$ cat src/rtl/rgbw_pwm_engine.sv
// Four-channel phase-staggered PWM; duties are committed from a shadow only at the period wrap.
// Latency: outputs register 1 clk after cnt/active change; no backpressure, load is a fire-and-forget strobe.
module rgbw_pwm_engine #(
    parameter int WIDTH      = 8,
    parameter int PHASE_STEP = 64
) (
    input  logic             clk,
    input  logic             reset,
    input  logic             clk_half,
    input  logic             enable,
    input  logic [WIDTH-1:0] duty0,
    input  logic [WIDTH-1:0] duty1,
    input  logic [WIDTH-1:0] duty2,
    input  logic [WIDTH-1:0] duty3,
    input  logic             load,
    output logic             load_pending,
    output logic             load_ack,
    output logic             period_start,
    output logic             d0,
    output logic             d1,
    output logic             d2,
    output logic             d3
);
    localparam int               PERIOD   = (1 << WIDTH) - 1;
    localparam logic [WIDTH:0]   PERIOD_W = (WIDTH+1)'(PERIOD);
    localparam logic [WIDTH-1:0] CNT_LAST = WIDTH'(PERIOD - 1);

    function automatic logic [WIDTH:0] phase_off(input int k);
        return (WIDTH+1)'((k * PHASE_STEP) % PERIOD);
    endfunction

    logic [WIDTH-1:0] r_cnt;
    logic [WIDTH-1:0] r_shadow [4];
    logic [WIDTH-1:0] r_active [4];
    logic             r_pending;
    logic             r_ack;
    logic             r_pstart;
    logic [3:0]       r_d;

    logic [WIDTH-1:0] w_duty [4];
    logic [WIDTH:0]   w_sum  [4];
    logic [WIDTH:0]   w_ph   [4];
    logic [3:0]       w_hit;
    logic             w_tick;
    logic             w_wrap;
    logic             w_commit;

    assign w_duty[0] = duty0;
    assign w_duty[1] = duty1;
    assign w_duty[2] = duty2;
    assign w_duty[3] = duty3;

    assign w_tick   = clk_half & enable;
    assign w_wrap   = w_tick & (r_cnt == CNT_LAST);
    // A disabled engine commits immediately so the first enabled period runs fresh duties.
    assign w_commit = r_pending & (w_wrap | ~enable);

    // Phase sum is one bit wider so the modulo fold never loses a carry.
    always_comb begin
        for (int k = 0; k < 4; k++) begin
            w_sum[k] = {1'b0, r_cnt} + phase_off(k);
            w_ph[k]  = (w_sum[k] >= PERIOD_W) ? (w_sum[k] - PERIOD_W) : w_sum[k];
            w_hit[k] = (w_ph[k] < {1'b0, r_active[k]});
        end
    end

    always_ff @(posedge clk) begin
        if (reset) begin
            r_cnt     <= '0;
            r_pending <= 1'b0;
            r_ack     <= 1'b0;
            r_pstart  <= 1'b0;
            r_d       <= '0;
            for (int k = 0; k < 4; k++) begin
                r_shadow[k] <= '0;
                r_active[k] <= '0;
            end
        end else begin
            if (!enable) begin
                r_cnt <= '0;
            end else if (w_tick) begin
                r_cnt <= w_wrap ? '0 : r_cnt + WIDTH'(1);
            end

            r_pstart <= w_wrap;
            r_ack    <= w_commit;

            // A load coinciding with a commit keeps pending set: the old shadow is what commits.
            if (load) begin
                r_pending <= 1'b1;
            end else if (w_commit) begin
                r_pending <= 1'b0;
            end

            for (int k = 0; k < 4; k++) begin
                if (w_commit) r_active[k] <= r_shadow[k];
                if (load)     r_shadow[k] <= w_duty[k];
            end

            r_d <= {4{enable}} & w_hit;
        end
    end

    assign load_pending = r_pending;
    assign load_ack     = r_ack;
    assign period_start = r_pstart;
    assign d0           = r_d[0];
    assign d1           = r_d[1];
    assign d2           = r_d[2];
    assign d3           = r_d[3];
endmodule

$ cat config.mk
export PLATFORM = sky130hd
export DESIGN_NAME = rgbw_pwm_engine
export DESIGN_NICKNAME = d
export VERILOG_FILES = /design/src/rtl/rgbw_pwm_engine.sv
export SDC_FILE = /design/constraint.sdc
export NUM_CORES = 1
export LEC_CHECK = 0
export BUFFER_PORTS_ARGS = -buffer_cell sky130_fd_sc_hd__buf_4
export CORE_MARGIN = 5
export CORE_UTILIZATION = 54
export DETAILED_ROUTE_END_ITERATION = 8
export PLACE_DENSITY_LB_ADDON = 0.15
export SYNTH_ARGS = -nofsm -noshare
export SYNTH_HDL_FRONTEND = slang
export SYNTH_SLANG_ARGS = --single-unit
$ cat constraint.sdc
create_clock -name clk -period 3.3 [get_ports clk]
set_clock_uncertainty 0.05 [all_clocks]
set_input_delay 0.66 -clock clk [delete_from_list [all_inputs] [get_ports clk]]
set_output_delay 0.66 -clock clk [all_outputs]
set_load 0.03 [all_outputs]
* Yosys cells after proc, flatten, opt, wreduce, memory -nomap -nowiden
Memories as Yosys holds them, arrays and structs flattened. Index checks and enable logic that the tools add are counted.
Word-level totals: register bits 15, logic and storage cells 63, output and inout port bits 7, RAM bits 64, memories 2
Cells by class: add/subtract/negate cells 8, $lt $le $gt $ge 8, bitwise operators 14, equal/unequal tests 1, reduce and logical (&&, ||, !) cells 2, multiplexer cells 23
Memories:
- r_active | words 4, width 8, read ports 4, clocked after memory_dff 0, write ports 4, line 34 | logic [WIDTH-1:0] r_active [4];
- r_shadow | words 4, width 8, read ports 4, clocked after memory_dff 0, write ports 4, line 33 | logic [WIDTH-1:0] r_shadow [4];
Operators by type and width (count):
- $mux W8 | 9
- $lt A9 B8 Y1 | 4
- $mux W9 | 4
- $ge A9 B8 Y1 const B | 3
- $sub A9 B8 Y9 const B | 3
- $add A8 B8 Y9 const B | 2
- $mux W1 | 10
- $add A8 B7 Y9 const B | 1
- $or A1 B1 Y1 | 9
- $sub A8 B8 Y9 const B | 1
- $add A8 B1 Y8 const B | 1
- $eq A8 B8 Y1 const B | 1
- $ge A8 B8 Y1 const B | 1
- $and A4 B4 Y4 | 1
- $and A1 B1 Y1 | 3
- $reduce_bool A2 Y1 | 1
- $reduce_or A2 Y1 | 1
- $not A1 Y1 | 1

* Longest topological paths before layout
depth after elaboration 8, mapped depth 15, gate-level depth less buffers 13

* Worst setup path before layout
No wires, ideal clock.
path type register -> register, start register r_cnt[5], end register r_d[1], data arrival time 2.953 ns, buffers on the path 3, cell stages (with the launch flop) 16, clock period less this slack 3.072 ns, slack 0.228 ns, data required time 3.180 ns, path through dfxtp_1 -> buf_6 -> and4_1 -> buf_4 -> buf_2 -> and3_1 -> ha_1 -> nor2_1 -> o41ai_4 -> nand3_2 -> xnor2_1 -> ha_1 -> a21o_1 -> a211o_1 -> a221o_2 -> a21oi_1
Between the ends: cells in the longest elaborated chain, start to end 5
RTL lines:
- start, declared | line 32 | logic [WIDTH-1:0] r_cnt;
- start signal, assigned | line 82 | r_cnt <= w_wrap ? '0 : r_cnt + WIDTH'(1);
- $add A8 B7 Y9 * | line 61 | w_sum[k] = {1'b0, r_cnt} + phase_off(k);
- $sub A9 B8 Y9 / $ge A9 B8 Y1 (equally long branches) | line 62 | w_ph[k] = (w_sum[k] >= PERIOD_W) ? (w_sum[k] - PERIOD_W) : w_sum[k];
- $mux W9 * | line 62
- $lt A9 B8 Y1 * | line 63 | w_hit[k] = (w_ph[k] < {1'b0, r_active[k]});
- $and A4 B4 Y4 * | line 100 | r_d <= {4{enable}} & w_hit;
- end signal, assigned | line 100
- end, declared | line 38 | logic [3:0] r_d;
Every way passes the cells marked *; elsewhere a longest branch is shown, timed or not. A chain may end at the register's enable or synchronous reset.

* Worst setup path in the final report
start register r_cnt[7], end register r_d[1]
Same word-level chain as after synthesis.

==> impl_table.tex <==
\begin{tabular}{lr}
\hline
Metric & Value \\
\hline
\multicolumn{2}{l}{\textbf{Outcome}} \\
\quad Result of the run & finished clean \\
\multicolumn{2}{l}{\textbf{Placed design}} \\
\quad Number of cells after detailed placement & roughly 550 \\
\quad Instance area after placement & 0.00489 mm2 \\
\quad Routability congestion estimate from global placement & 0.922 \\
\quad Total half-perimeter wirelength after legalization and detailed placement & 5.97 mm \\
\quad Port bufs & 43 \\
\quad Setup slack after placement & 0.158 ns \\
\multicolumn{2}{l}{\textbf{Hold path}} \\
\quad Hold Crit Class & reg -> reg \\
\multicolumn{2}{l}{\textbf{Setup path}} \\
\quad Worst Setup Path Type & reg -> reg \\
\quad Worst Path Required & between 3 and 4 ns \\
\quad Largest fanout on the critical path & 8 \\
\quad Data arrival time of the worst path & 3.33 ns \\
\quad Kind of end point of the critical path & flop \\
\quad Startpoint type of the worst setup path & flop \\
\quad Biggest cell delay along the critical path & 0.56 ns \\
\quad Cell with the largest stage delay on the worst path & o41ai\_4 \\
\quad Cell-by-cell trace of the critical path & inv\_1 > ha\_1 > inv\_1 > o41ai\_4 > nand3\_2 > xnor2\_1 > ha\_1 > a21o\_1 > a211o\_1 > a221o\_2 > a21oi\_1 \\
\multicolumn{2}{l}{\textbf{Route}} \\
\quad Iter 0 DRT Violations & 124 \\
\quad DR DRC count & 0 \\
\quad Routed WL per cell & about 15 um \\
\quad First-pass detailed-route iteration total & 4 \\
\quad Average via count per standard cell & between 5 and 6 \\
\quad Routed vias & 2966 \\
\quad Antenna viol nets, final & 0 \\
\quad Total Wirelength & 8.22 mm \\
\multicolumn{2}{l}{\textbf{Global route}} \\
\quad Maximum number of pins on one net before global-route repair & 33 \\
\quad GRT Resource Usage Total & 0.178 \\
\quad Via count of the first global-routing pass & 2890 \\
\quad Overflow left after global routing & 0 \\
\quad First-pass GRT wire length & roughly 14 mm \\
\quad Busiest layer in global routing & met2 \\
\quad Met2 track demand over resource & 0.279 \\
\quad Global routing usage on met3 & 0.0374 \\
\quad Global-route track usage on met1 & 0.240 \\
\quad Number of antenna violations at the first check in global routing & 0 \\
\multicolumn{2}{l}{\textbf{Floorplan}} \\
\quad Rows & 33 \\
\quad Starting density of the core & 0.548 \\
\quad CORE AREA & between 0.008 and 0.009 mm2 \\
\quad Die X-Extent & slightly above 100 um \\
\quad Top-level I/O count & 44 \\
\quad Die Ht & 101 um \\
\quad Total die area & 0.0102 mm2 \\
\multicolumn{2}{l}{\textbf{Synth}} \\
\quad Number of unique standard cell types used by synthesis & 47 \\
\quad Mapped Cells & just over 400 \\
\quad Syn\_area\_per\_cell & around 11 um2 \\
\quad Biggest area contributors in the synthesized netlist & edfxtp\_1 43\%, ha\_1 10\%, and2\_1 9.5\% \\
\quad Warnings from Yosys & 0 \\
\quad Leading register cell type out of synthesis & edfxtp\_1 \\
\quad Net count after synthesis & 478 \\
\quad Share of synthesized flip-flops with an asynchronous set or reset & 0 \\
\quad Biggest area consumer among synthesized cells & edfxtp\_1 \\
\quad Number of storage elements in the synthesis netlist & between 70 and 80 \\
\quad Synth Cell Area & 0.00446 mm2 \\
\quad EDFF count, synth & 64 \\
\quad Area share of the leading cell type in the synthesized netlist & 0.431 \\
\quad Proportion of synthesized chip area in sequential cells & 0.499 \\
\multicolumn{2}{l}{\textbf{Clock tree}} \\
\quad Hold-fix buffers, CTS & 0 \\
\quad Clock network latency to the later pin of the worst-skew pair & 0.35 ns \\
\quad CTS Root Buffer Type & clkbuf\_8 \\
\quad Clock Sink Count & 79 \\
\quad Clock-pin slew on the worst setup and hold paths & 0.08 ns \\
\quad H-tree lvl count & 3 \\
\quad Number of buffers added by the clock tree synthesis step & 9 \\
\quad Maximum buffer depth of the clock tree & 2 \\
\quad CTS tree & yes \\
\multicolumn{2}{l}{\textbf{Pwr}} \\
\quad Worst ir drop on vdd & 0.218 mV \\
\quad Pleak & 2.13 nW \\
\quad Net load switching power & between 0.4 and 0.5 mW \\
\quad Sequential cell fraction of total power & 0.555 \\
\quad Sw Ratio & 0.214 \\
\quad Power Internal & $\sim$1.6 mW \\
\quad Tot Pwr & 2.08 mW \\
\quad Power per standard cell area & 407 mW/mm2 \\
\quad Clock network fraction of design power & 0.373 \\
\quad Part of the power in combinational logic & 0.072 \\
\multicolumn{2}{l}{\textbf{Timing}} \\
\quad Setup repair after global routing missed its margin & false \\
\quad Final-report setup violation count & 0 \\
\quad Final-layout setup total negative slack & 0 ns \\
\quad Max transition margin & 0.509 \\
\quad Peak Freq & 322 MHz \\
\quad Final period util & 0.940 \\
\quad Tightest Pin Transition & approximately 0.74 ns \\
\quad Final WS setup & 0.198 ns \\
\quad Hold WS & 0.466 ns \\
\quad Fin. Hold Viols & 0 \\
\quad Slew Limit Fails & 0 \\
\quad Final Critical Period & 3.10 ns \\
\multicolumn{2}{l}{\textbf{Layout}} \\
\quad Post-Layout Inst Area & 0.00510 mm2 \\
\quad Layout Area Growth over Synthesis & 14.5\% \\
\quad Antenna cell count & 0 \\
\quad Number of standard cells in the final layout excluding fillers & 564 \\
\quad Total number of nets in the final design & 528 \\
\quad Proportion of layout cells with a drive suffix above 1 & 0.187 \\
\quad Post-layout utilization of the core & 0.627 \\
\multicolumn{2}{l}{\textbf{Job}} \\
\quad Max-cap violations & 0 \\
\hline
\end{tabular}
==> cells by family (layout without fill, tap and decap cells) <==
kind of cell | Yosys count | after routing | synth area share
adder cells (fa/ha/maj) | 37 | 37 | 0.104
flip-flops | 79 | 79 | 0.499
XOR/XNOR | 17 | 17 | 0.0334
AO/OA/AOI/OAI | 72 | 72 | 0.114
AND/OR/NAND/NOR | 146 | 146 | 0.190
multiplexers | 1 | 1 | 0.00253
buffers and inverters | 52 | 107 | 0.0578
==> cells in the final DEF, fill, tap and decap left out, types with 9 or more instances in the layout <==
master | netlist | final
and2_1 | 68 | 68
o21ai_0 | 15 | 15
nand3_1 | 10 | 10
nor2_1 | 13 | 13
inv_1 | 33 | 33
a21oi_1 | 22 | 22
buf_4 | 5 | 58
clkbuf_8 | 1 | 9
dfxtp_1 | 15 | 14
ha_1 | 37 | 37
edfxtp_1 | 64 | 64
nand2_1 | 20 | 20
xnor2_1 | 17 | 17
==> synthesized netlist by cell type, types with 2 or more instances <==
| master | number |
|---|---|
| nand4_1 | 5 |
| inv_1 | 33 |
| nand3_2 | 2 |
| o21ai_2 | 2 |
| a211oi_1 | 3 |
| nand3_1 | 10 |
| nand2_1 | 20 |
| a211o_1 | 3 |
| and2_1 | 68 |
| edfxtp_1 | 64 |
| o21a_1 | 7 |
| a2111o_1 | 2 |
| dfxtp_1 | 15 |
| buf_6 | 4 |
| xnor2_1 | 17 |
| a21o_1 | 5 |
| o21ai_0 | 15 |
| nor2b_1 | 3 |
| nand2b_1 | 4 |
| buf_4 | 5 |
| and3_1 | 7 |
| clkbuf_1 | 6 |
| nor2_1 | 13 |
| a21oi_1 | 22 |
| buf_2 | 3 |
| ha_1 | 37 |
| nor3_1 | 5 |
| a311oi_1 | 2 |
| and3_2 | 2 |
| o21bai_1 | 2 |
| and4_1 | 2 |
==> critical path, delay by kind of cell (launching register included) <==
family / cells / cell delay [ns]
buf+inv: 2 / 0.24
flops: 1 / 0.39
simple gates: 1 / 0.13
fa+ha+maj: 2 / 0.67
xor+xnor: 1 / 0.15
compound gates: 5 / 1.40
==> final timing paths <==
path | startpoint | end | slack (ns) | cells after the start
max | r_cnt[7] | r_d[1] | 0.20 | 11
max reg2reg | r_cnt[7] | r_d[1] | 0.20 | 11
min reg2reg | r_shadow[0][5] | r_active[0][5] | 0.47 | 1
min | r_shadow[0][5] | r_active[0][5] | 0.47 | 1
==> final cells by class <==
class | count | area [um2]
clock buffers | 10 | 128
clock inverters | 6 | 85.1
fillers | 669 | 3030
inverters | 33 | 124
multi-input cells | 273 | 1980
flip-flops and latches | 79 | 2220
well taps | 105 | 131
repair buffers | 58 | 435
==> per-layer routing <==
layer  vias to the layer above  share of wire
li1                       1521              -
met1                      1375           0.46
met2                        56           0.48
met3                        14          0.045
met4                         0          0.018
met5                         -              0
==> power by group through the flow <==
stage	Clock [mW]	Sequential [mW]	Combinational, mW
floorplan	0	1.18	0.0816
global placement	0	1.17	0.148
detailed placement	0	1.18	0.152
CTS	0.792	1.15	0.152
global route	0.837	1.16	0.170
finish	0.774	1.15	0.150
==> sequential cells by signal, indices dropped and copies added (netlist names) <==
signal and flops:
load_ack 1, load_pending 1, r_d 4, r_active 32, r_shadow 32, period_start 1, r_cnt 8
==> timing repair <==
item / 4_1_cts / 5_1_grt
buffers inserted: 0 / 0
gates resized for setup: 0 / 1
setup endpoints to repair: 0 / 1
No activity file was read; power rests on OpenSTA's default activity.
